**src/rtl/vga_timing_gen.sv**
```systemverilog
// vga_timing_gen: 640x480@60 Hz VGA raster timing from the system clock.
// Produces the pixel-slot strobe, h/v counters, valid/hsync/vsync, the
// frame-start pulse and the clk_bling blink level.
// Optional feature macro: VGA_BLING_EN (blink counter present; otherwise
// clk_bling is tied high).
module vga_timing_gen #(
    parameter int unsigned CLK_DIV      = 4,
    parameter int unsigned H_VISIBLE    = 640,
    parameter int unsigned H_FP         = 16,
    parameter int unsigned H_SYNC       = 96,
    parameter int unsigned H_BP         = 48,
    parameter int unsigned V_VISIBLE    = 480,
    parameter int unsigned V_FP         = 10,
    parameter int unsigned V_SYNC       = 2,
    parameter int unsigned V_BP         = 33,
    parameter int unsigned BLINK_FRAMES = 30
) (
    input  logic       clk,
    input  logic       rst_n,
    output logic       pix_en,
    output logic [9:0] h_cnt,
    output logic [9:0] v_cnt,
    output logic       valid,
    output logic       hsync,
    output logic       vsync,
    output logic       frame_start,
    output logic       clk_bling
);

    localparam int unsigned CNT_W    = 10;
    localparam int unsigned H_TOTAL  = H_VISIBLE + H_FP + H_SYNC + H_BP;
    localparam int unsigned V_TOTAL  = V_VISIBLE + V_FP + V_SYNC + V_BP;
    localparam int unsigned HS_START = H_VISIBLE + H_FP;
    localparam int unsigned HS_END   = H_VISIBLE + H_FP + H_SYNC;
    localparam int unsigned VS_START = V_VISIBLE + V_FP;
    localparam int unsigned VS_END   = V_VISIBLE + V_FP + V_SYNC;
    localparam int unsigned DIV_W    = $clog2(CLK_DIV);
    localparam int unsigned FCNT_W   = (BLINK_FRAMES > 1) ? $clog2(BLINK_FRAMES) : 1;

    // Elaboration-time parameter sanity
    if (CLK_DIV < 2) begin : g_bad_div
        $error("vga_timing_gen: CLK_DIV must be at least 2");
    end
    if ((H_TOTAL > 1024) || (V_TOTAL > 1024)) begin : g_bad_total
        $error("vga_timing_gen: H_TOTAL and V_TOTAL must not exceed 1024");
    end
    if (BLINK_FRAMES < 1) begin : g_bad_blink
        $error("vga_timing_gen: BLINK_FRAMES must be at least 1");
    end

    logic [DIV_W-1:0] div;
    logic [DIV_W-1:0] div_nxt;
    logic [CNT_W-1:0] h_nxt;
    logic [CNT_W-1:0] v_nxt;
    logic             wrap_c;
    logic             wrap_q;

    // Next-state of divider and raster counters
    always_comb begin
        div_nxt = div + 1'b1;
        h_nxt   = h_cnt;
        v_nxt   = v_cnt;
        wrap_c  = 1'b0;
        if (div == DIV_W'(CLK_DIV - 1)) begin
            div_nxt = '0;
        end
        if (pix_en) begin
            if (h_cnt == CNT_W'(H_TOTAL - 1)) begin
                h_nxt = '0;
                if (v_cnt == CNT_W'(V_TOTAL - 1)) begin
                    v_nxt  = '0;
                    wrap_c = 1'b1;
                end else begin
                    v_nxt = v_cnt + 1'b1;
                end
            end else begin
                h_nxt = h_cnt + 1'b1;
            end
        end
    end

    // Counters and zero-skew registered timing outputs
    always_ff @(posedge clk) begin
        if (!rst_n) begin
            div         <= '0;
            pix_en      <= 1'b0;
            h_cnt       <= '0;
            v_cnt       <= '0;
            valid       <= 1'b1;
            hsync       <= 1'b1;
            vsync       <= 1'b1;
            wrap_q      <= 1'b0;
            frame_start <= 1'b0;
        end else begin
            div         <= div_nxt;
            pix_en      <= (div_nxt == DIV_W'(CLK_DIV - 1));
            h_cnt       <= h_nxt;
            v_cnt       <= v_nxt;
            valid       <= (h_nxt < CNT_W'(H_VISIBLE)) && (v_nxt < CNT_W'(V_VISIBLE));
            hsync       <= !((h_nxt >= CNT_W'(HS_START)) && (h_nxt < CNT_W'(HS_END)));
            vsync       <= !((v_nxt >= CNT_W'(VS_START)) && (v_nxt < CNT_W'(VS_END)));
            wrap_q      <= wrap_c;
            frame_start <= wrap_q;
        end
    end

`ifdef VGA_BLING_EN
    logic [FCNT_W-1:0] fcnt;

    // Frame counter toggles the blink level every BLINK_FRAMES frames
    always_ff @(posedge clk) begin
        if (!rst_n) begin
            fcnt      <= '0;
            clk_bling <= 1'b1;
        end else if (wrap_q) begin
            if (fcnt == FCNT_W'(BLINK_FRAMES - 1)) begin
                fcnt      <= '0;
                clk_bling <= !clk_bling;
            end else begin
                fcnt <= fcnt + 1'b1;
            end
        end
    end
`else
    // Blink disabled: flashing text renders steadily
    localparam logic [FCNT_W-1:0] FCNT_UNUSED = '0;
    assign clk_bling = 1'b1 | (&FCNT_UNUSED);
`endif

endmodule
```
**config.mk**
```make
export PLATFORM = sky130hd
export DESIGN_NAME = vga_timing_gen
export DESIGN_NICKNAME = d
export VERILOG_FILES = /design/src/rtl/vga_timing_gen.sv
export SDC_FILE = /design/constraint.sdc
export NUM_CORES = 1
export LEC_CHECK = 0
export BUFFER_PORTS_ARGS = -buffer_cell sky130_fd_sc_hd__buf_2
export CORE_MARGIN = 2
export CORE_UTILIZATION = 58
export DETAILED_ROUTE_END_ITERATION = 6
export PLACE_DENSITY_LB_ADDON = 0.12
export RECOVER_POWER = 100
export SKIP_CTS_REPAIR_TIMING = 1
export SLEW_MARGIN = 20
export SYNTH_ARGS = -nofsm -noshare
export SYNTH_HDL_FRONTEND = slang
export SYNTH_SLANG_ARGS = --single-unit
```
**constraint.sdc**
```tcl
create_clock -name clk -period 5.9 [get_ports clk]
set_clock_uncertainty 0.15 [all_clocks]
set_input_delay 1.475 -clock clk [delete_from_list [all_inputs] [get_ports clk]]
set_output_delay 1.475 -clock clk [all_outputs]
set_load 0.05 [all_outputs]
```
==> results of run 1 <==
-- area by class of cell --
class,count,area (um2),share of cell area [%]
sequential,28,561,34.6
multi-input combinational,139,871,53.7
tap,30,37.5,2.31
clock buffer,4,36.3,2.24
timing repair buffer,26,97.6,6.02
inverter,5,18.8,1.16
-- sequential cells by signal, indices dropped and copies added, names as in the netlist --
register,count
valid,1
pix_en,1
wrap_q,1
div,2
v_cnt,10
vsync,1
frame_start,1
h_cnt,10
hsync,1
-- kinds of logic after synthesis --
kind of cell | count (synthesis) | share of synthesized area [%]
and+or+nand+nor | 88 | 32.9
adders and majority gates | 5 | 4.12
AOI/OAI and AO/OA | 32 | 13.7
xor gates and xnor gates | 11 | 6.34
muxes | 2 | 1.32
DFF | 28 | 36.9
buffers and inverters | 15 | 4.53
other | 1 | 0.247
-- stage by stage --
step                      power (mW)  setup WS [ns]
after floorplan                0.210           3.13
after global routing           0.310           2.03
after CTS                      0.302           3.02
final                          0.300           2.34
after global placement         0.212           3.18
after detailed placement       0.213           3.11
-- worst register-to-register path: stages, from the launching register on --
cell      delay [ns]
dfxtp_1         0.38
inv_1           0.08
ha_1            0.14
or4b_2          0.58
nor4_1          1.17
nor2_1          0.06
o21ai_0         0.25
nand4b_1        0.16
or4b_1          0.48
-- final timing paths --
kind	slack [ns]	endpoint
worst max-delay path	2.34	vsync
worst min-delay path	0.31	frame_start
worst max register to register	2.34	vsync
worst min register to register	0.31	frame_start
-- layer usage --
layer | routed length [um] | part of all wire (%) | global-route usage, % | vias up
met2 | 1380 | 44 | 35.7 | 50
met3 | 213 | 6.8 | 3.49 | 4
li1 | - | - | - | 678
met1 | 1520 | 48 | 31.6 | 610
met4 | 23 | 0.73 | 4.47 | 0
met5 | 0 | 0 | 0 | -
-- power by group through the flow --
stage / sequential, mW / clock (mW) / combinational, mW
3_5_place_dp: 0.199 / 0 / 0.0143
3_3_place_gp: 0.198 / 0 / 0.0136
2_1_floorplan: 0.201 / 0 / 0.00897
5_1_grt: 0.195 / 0.0998 / 0.0151
4_1_cts: 0.195 / 0.0930 / 0.0144
6_report: 0.195 / 0.0911 / 0.0138
-- layout by cell type, fill, tap and decap left out, types with 5 or more instances in the layout --
cell type,count
inv_1,5
o21ai_0,9
ha_1,5
nand3_1,9
and2_0,5
nor2b_1,5
nor2_1,18
clkbuf_1,26
xnor2_1,5
a21oi_1,6
nor3_1,7
xor2_1,6
nand2_1,15
dfxtp_1,28
==> impl_metrics.csv, run 1 <==
group,metric,value,unit
status,outcome,"finished, violations left",
status,violations,"capacitance limit",
floorplanning,coreArea,0.00248,mm2
detailed_routing,drt_iter0_markers,36,
pwr,leakagePower,0.579,nW
placed_design,portBuffers,26,
global_routing,grt_pass1_vias,1095,
global_routing,grt_max_degree,22,
floorplanning,die_w,55.2,um
hold_path,holdPathStages,1,
finish,drive_above_1_share,5.45,%
floorplanning,dieArea,0.00304,mm2
hold_path,hp-class,"reg2reg",
finish,utilization,65.5,%
clocking,cts_tree,"yes",
pwr,power_frac_seq,65.0,%
placed_design,place_area,0.00164,mm2
logic_synthesis,netlist_area,0.00152,mm2
logic_synthesis,seq_area_frac_synth,36.9,%
finish,syn2layout_area_growth,6.75,%
finish,finalNetCount,210,
floorplanning,die_y,55.2,um
logic_synthesis,yosys.area.top_type,"dfxtp_1",
detailed_routing,dr_total_vias,1342,
timing,finalCritPeriodShare,60.3,%
setup_path,critPathRequiredTime,5.96,ns
pwr,p_comb_share,4.6,%
logic_synthesis,synth_top_area_share,36.9,%
setup_path,worst_ep_arrival_time,3.62,ns
timing,setup_viol,0,
setup_path,path_max_fanout,10,
detailed_routing,drcViolationCount,0,
setup_path,r2r-start,"v_cnt[0]",
logic_synthesis,syn_nets,189,
detailed_routing,wire_per_inst,13.5,um
clocking,clk_latency,0.32,ns
clocking,cts-root-buf,"clkbuf_4",
logic_synthesis,synth_seq_cells,28,
global_routing,antenna_found_initial,0,
pwr,power.switching,0.0661,mW
timing,relSlewSlack,2.31,%
placed_design,place_inst,228,
setup_path,cp_num_buf_inv,1,
logic_synthesis,synth_edf_count,0,
setup_path,slowest_stage,"nor4_1",
placed_design,gp_congestion,0.895,
run,cap_violations,1,
logic_synthesis,synthFlopType,"dfxtp_1",
pwr,p_int,0.234,mW
timing,slew_viol_final,0,
finish,finalNonFillerCells,232,
pwr,p_clk_share,30.4,%
detailed_routing,antenna_left,0,
hold_path,min-delay-start,"wrap_q",
logic_synthesis,synth.area.top_cells,"dfxtp_1 (37%), nor2_1 (4.4%), ha_1 (4.1%)",
detailed_routing,drt_wl_total,3140,um
setup_path,crit_cells,8,
timing,period_needed,3.56,ns
setup_path,worstRegToRegCells,8,
global_routing,grt_pass1_wl,4890,um
timing,holdWs,0.307,ns
global_routing,grt_overflow_total,0,
clocking,path_clk_slew,0.14,ns
floorplanning,start_util,61.3,%
setup_path,timing.critical_path.max_delay_family,"simple AND/OR/NAND/NOR gates",
timing,hold_violations,0,
setup_path,cp-end-kind,"flip-flop",
setup_path,startpoint_type,"flip-flop",
logic_synthesis,ys_warn_count,0,
setup_path,critical_path.max_stage_delay,1.17,ns
detailed_routing,first_pass_iters,4,
clocking,clkSinkCount,28,
pwr,powerDensity,185,mW/mm2
floorplanning,rows,18,
finish,diodes,0,
logic_synthesis,ys_types,47,
logic_synthesis,yosys-top-cells-count,"dfxtp_1 (28), nor2_1 (18), nand2_1 (15)",
placed_design,dpl.hpwl,2250,um
setup_path,cp_cell_sequence,"inv_1 -> ha_1 -> or4b_2 -> nor4_1 -> nor2_1 -> o21ai_0 -> nand4b_1 -> or4b_1",
timing,fin_setup_tns,0,ns
pwr,ir_worst_vdd,0.169,mV
detailed_routing,viasPerCell,5.78,
logic_synthesis,synth.most_common_cell,"dfxtp_1",
global_routing,groute.usage.overall,22.3,%
floorplanning,pin_count,28,
setup_path,startpoint,"v_cnt[0]",
timing,worst_pin_slew,1.45,ns
logic_synthesis,syn_area_per_cell,8.35,um2
clocking,clock_path_buffers,2,
finish,nFillCells,241,
setup_path,criticalPathCategory,"reg2reg",
timing,grt_setup_unrepaired,"no",
clocking,htreeDepth,1,
logic_synthesis,synthCells,182,
pwr,swShare,22.1,%
logic_synthesis,synthArstFlopShare,0,%
finish,design_area,0.00162,mm2
timing,fmaxAchievable,0.281,GHz
clocking,numCtsBuffers,3,
No activity file was read; power rests on OpenSTA's default activity.
==> run 2: changes to the inputs <==
CORE_UTILIZATION = 54   (was 58)
clock period = 3.45 ns   (was 5.9 ns; I/O delays follow)
==> run 2 against run 1 <==
Effect of this change: the flow now finishes without violations; first-iteration DRC count grew 14%; flip-flop and latch count is the same; power grew 63%; core utilization shrank 5.5 points; largest cell class unchanged.
==> impl_metrics.csv, run 2 (same netlist as run 1, synthesis figures left out) <==
group,metric,value,unit
timing,worst_slack,0.663,ns
detailed_routing,drt_iter0_markers,41,
floorplanning,start_util,56.0,%
pwr,ir_worst_vdd,0.267,mV
floorplanning,coreArea,0.00271,mm2
setup_path,crit_cells,8,
placed_design,portBuffers,26,
clocking,clkSinkCount,28,
timing,setup_viol,0,
floorplanning,pin_count,28,
placed_design,dpl.hpwl,2170,um
setup_path,criticalPathCategory,"reg2reg",
pwr,leakagePower,0.578,nW
detailed_routing,routed.top_layer,"met4",
setup_path,startpoint_type,"flip-flop",
setup_path,path_max_fanout,14,
setup_path,worst_ep_arrival_time,2.86,ns
clocking,htreeDepth,1,
placed_design,gp_congestion,0.803,
timing,finalCritPeriodShare,80.8,%
finish,drive_above_1_share,4.46,%
pwr,total_power,0.490,mW
timing,hold_violations,0,
detailed_routing,wl_met1,1570,um
detailed_routing,wire_per_inst,12.9,um
hold_path,holdPathStages,1,
timing,slew_viol_final,0,
global_routing,grt_pass1_wl,5060,um
detailed_routing,viasPerCell,5.62,
detailed_routing,drt_wl_total,3000,um
detailed_routing,first_pass_iters,4,
detailed_routing,met2_length,1260,um
setup_path,cp_num_buf_inv,1,
pwr,powerDensity,301,mW/mm2
finish,syn2layout_area_growth,6.92,%
global_routing,grt_pass1_vias,1101,
clocking,numCtsBuffers,3,
setup_path,worstRegToRegCells,8,
detailed_routing,dr_total_vias,1310,
timing,relSlewSlack,51.7,%
placed_design,pre_cts_ws,0.807,ns
finish,finalNonFillerCells,233,
setup_path,r2r_end,"vsync",
status,outcome,"completed",
finish,final_cell_mix,"dfxtp_1 (28), clkbuf_1 (27), nor2_1 (18)",
finish,finalNetCount,211,
global_routing,grt_max_degree,22,
setup_path,critical_path.max_stage_delay,0.44,ns
finish,nFillCells,267,
timing,grt_setup_unrepaired,"no",
floorplanning,die_w,57.0,um
setup_path,timing.critical_path.max_delay_family,"simple AND/OR/NAND/NOR gates",
run,cap_violations,0,
floorplanning,rows,19,
detailed_routing,antenna_left,0,
finish,diodes,0,
setup_path,cp-end-kind,"flip-flop",
setup_path,startpoint,"h_cnt[0]",
timing,period_needed,2.79,ns
setup_path,cp_cell_sequence,"ha_1 -> and4_1 -> nand4_1 -> clkbuf_1 -> nor3_1 -> xor2_1 -> o211a_1 -> or4b_1",
timing,fmaxAchievable,0.359,GHz
detailed_routing,drcViolationCount,0,
global_routing,grt_overflow_total,0,
setup_path,r2r-start,"h_cnt[0]",
timing,fin_setup_tns,0,ns
clocking,path_clk_slew,0.14,ns
clocking,cts_tree,"yes",
setup_path,endpoint,"vsync",
placed_design,place_inst,230,
setup_path,critPathRequiredTime,3.52,ns
finish,layout_commonest_cell,"dfxtp_1",
clocking,clk_latency,0.32,ns
detailed_routing,dr_wl_met3,133,um
setup_path,r2r_slack,0.66,ns
setup_path,slowest_stage,"dfxtp_1",
floorplanning,dieArea,0.00325,mm2
hold_path,hp-class,"reg2reg",
clocking,cts-root-buf,"clkbuf_4",
global_routing,groute.usage.overall,19.4,%
finish,reg_top3,"h_cnt (10), v_cnt (10), div (2)",
global_routing,antenna_found_initial,0,
timing,worst_pin_slew,0.725,ns
clocking,clock_path_buffers,2,
floorplanning,die_y,57.0,um
finish,utilization,59.9,%
## run 2: cell counts in the layout (fill, tap and decap cells not counted)
Identical to the previous run, type by type.
## run 2: per-stage QoR
stage	instance area [um2]	hold slack (ns)
2_1_floorplan	1520	0.262
3_3_place_gp	1650	0.265
3_5_place_dp	1650	0.268
4_1_cts	1670	0.300
5_1_grt	1620	0.316
6_report	1620	0.300
## run 2: routing by layer
metal / vias to the layer above / global-route usage [%]
li1: 681 / -
met1: 580 / 28.7
met2: 43 / 28.6
met3: 6 / 2.95
met4: 0 / 7.31
met5: - / 0
## run 2: power breakdown
group          leakage (nW)  total, mW  switching [mW]  internal (mW)
combinational         0.338     0.0236          0.0168        0.00679
clock                0.0138      0.133          0.0920         0.0410
sequential            0.226      0.333         0.00477          0.328
## run 2: layout make-up
type                            count  area [um2]  share of cell area, %
Inverter                            5        18.8                   1.16
Sequential cell                    28         561                   34.5
Timing Repair Buffer               27         101                   6.24
Clock buffer                        3        22.5                   1.39
Multi-Input combinational cell    139         882                   54.3
Tap cell                           31        38.8                   2.39
## run 2: how the worst min path moves through the flow
stage / slack (ns) / to / from
after CTS: 0.30 / frame_start / wrap_q
after detailed placement: 0.27 / frame_start / wrap_q
after global placement: 0.26 / frame_start / wrap_q
after floorplan: 0.26 / frame_start / wrap_q
after global routing: 0.32 / frame_start / wrap_q
final: 0.30 / frame_start / wrap_q
## run 2: worst register-to-register path, delay by kind of cell (launching register included)
kind                     cells  cell delay, ns
AND/OR/NAND/NOR              4            1.14
flip-flops                   1            0.44
buffers and inverters        1            0.30
XOR/XNOR                     1            0.25
AO/OA/AOI/OAI                1            0.22
adder cells (fa/ha/maj)      1            0.20
==> run 3: changes to the inputs <==
clock period = 2.7 ns   (was 3.45 ns; I/O delays follow)
==> run 3 against run 2 <==
Effect of this change: critical path depth decreased by 1; clock power grew 32%; power grew 29%; critical endpoint unchanged; hold slack gained 0.012 ns; worst setup slack lost 0.48 ns; first-iteration DRC count up 29%; global-route usage increased by 0.54 points; sequential share of layout area shrank 0.81 points; core utilization rose by 1.7 points; routed wire length increased by 3.8%; largest cell class unchanged.
==> impl_metrics.csv, run 3 (same netlist as run 1, synthesis figures left out) <==
group,metric,value,unit
status,outcome,"completed",
pwr,ir_worst_vdd,0.319,mV
finish,layout_commonest_cell,"clkbuf_1",
pwr,total_power,0.632,mW
finish,reg_top3,"h_cnt (10), v_cnt (10), div (2)",
timing,slew_viol_final,0,
timing,finalCritPeriodShare,93.1,%
global_routing,groute.usage.overall,20.0,%
global_routing,grt_pass1_vias,1125,
detailed_routing,viasPerCell,5.70,
pwr,power_frac_seq,67.3,%
timing,worst_pin_slew,0.676,ns
placed_design,place_area,0.00169,mm2
finish,finalNetCount,217,
pwr,swShare,24.0,%
setup_path,critical_path.max_stage_delay,0.51,ns
global_routing,antenna_found_initial,0,
finish,finalNonFillerCells,239,
floorplanning,coreArea,0.00271,mm2
timing,fmaxAchievable,0.398,GHz
pwr,leakagePower,0.611,nW
finish,final_cell_mix,"clkbuf_1 (27), dfxtp_1 (26), nor2_1 (18)",
clocking,cts_tree,"yes",
setup_path,path_max_fanout,7,
floorplanning,rows,19,
pwr,p_int,0.481,mW
finish,utilization,61.6,%
clocking,clk_latency,0.33,ns
timing,holdWs,0.312,ns
placed_design,gp_congestion,0.864,
timing,worst_slack,0.186,ns
setup_path,critPathRequiredTime,2.77,ns
timing,relSlewSlack,54.9,%
run,cap_violations,0,
finish,syn2layout_area_growth,9.97,%
detailed_routing,drt_wl_total,3110,um
clocking,clkSinkCount,28,
hold_path,hp-class,"reg2reg",
timing,fin_setup_tns,0,ns
detailed_routing,wire_per_inst,13.0,um
timing,setup_viol,0,
floorplanning,die_w,57.0,um
setup_path,slowest_stage,"or4b_1",
clocking,cts-root-buf,"clkbuf_4",
finish,regArea,563,um2
global_routing,grt_max_degree,22,
setup_path,cp_cell_sequence,"inv_1 -> ha_1 -> or4b_4 -> nor4_4 -> o21ai_0 -> a22o_1 -> or4b_1",
detailed_routing,antenna_left,0,
global_routing,grt_overflow_total,0,
finish,multi_input_area,886,um2
detailed_routing,drcViolationCount,0,
global_routing,grt_pass1_wl,5220,um
placed_design,portBuffers,26,
timing,grt_setup_unrepaired,"no",
floorplanning,start_util,56.0,%
setup_path,startpoint_type,"flip-flop",
setup_path,cp-end-kind,"flip-flop",
clocking,clock_path_buffers,2,
detailed_routing,drt_iter0_markers,53,
pwr,powerDensity,379,mW/mm2
detailed_routing,first_pass_iters,4,
finish,drive_above_1_share,8.65,%
floorplanning,dieArea,0.00325,mm2
finish,design_area,0.00167,mm2
placed_design,dpl.hpwl,2280,um
setup_path,criticalPathCategory,"reg2reg",
timing,hold_violations,0,
clocking,path_clk_slew,0.15,ns
timing,period_needed,2.51,ns
clocking,numCtsBuffers,3,
pwr,p_clk_share,27.9,%
setup_path,worst_ep_arrival_time,2.59,ns
placed_design,pre_cts_ws,0.210,ns
placed_design,place_inst,236,
floorplanning,die_y,57.0,um
pwr,power.switching,0.152,mW
setup_path,timing.critical_path.max_delay_family,"simple AND/OR/NAND/NOR gates",
floorplanning,pin_count,28,
detailed_routing,dr_total_vias,1362,
setup_path,cp_num_buf_inv,1,
clocking,htreeDepth,1,
finish,nFillCells,259,
pwr,p_comb_share,4.8,%
finish,diodes,0,
==> run 3: cell count changes in the layout (fill, tap and decap cells not counted), moves of 2 or more <==
cell | previous run | this run
and2_1 | 6 | 8
dfxtp_2 | 0 | 2
dfxtp_1 | 28 | 26
and2_0 | 3 | 1
buf_2 | 0 | 2
buf_4 | 0 | 4
==> run 3: worst paths after layout <==
check                end  cells after the start     start  slack, ns
min reg2reg  frame_start                      1    wrap_q       0.31
max reg2reg        vsync                      7  v_cnt[0]       0.19
min          frame_start                      1    wrap_q       0.31
max                vsync                      7  v_cnt[0]       0.19
==> run 3: power by group through the flow <==
stage | combinational (mW) | clock, mW | sequential, mW
floorplan | 0.0196 | 0 | 0.441
global placement | 0.0309 | 0 | 0.434
detailed placement | 0.0321 | 0 | 0.435
CTS | 0.0321 | 0.175 | 0.426
global route | 0.0335 | 0.191 | 0.427
finish | 0.0302 | 0.176 | 0.426
==> run 3: area by class of cell <==
cell class | count | area share [%]
Multi-Input combinational cell | 139 | 53.0
Inverter | 5 | 1.12
Timing Repair Buffer | 33 | 8.46
Tap cell | 31 | 2.32
Sequential cell | 28 | 33.7
Clock buffer | 3 | 1.35
==> run 3: routing by layer <==
layer | wire length [um] | GRT usage, %
met5 | 0 | 0
met4 | 38 | 5.98
met1 | 1600 | 29.1
met3 | 137 | 2.95
met2 | 1340 | 30.7
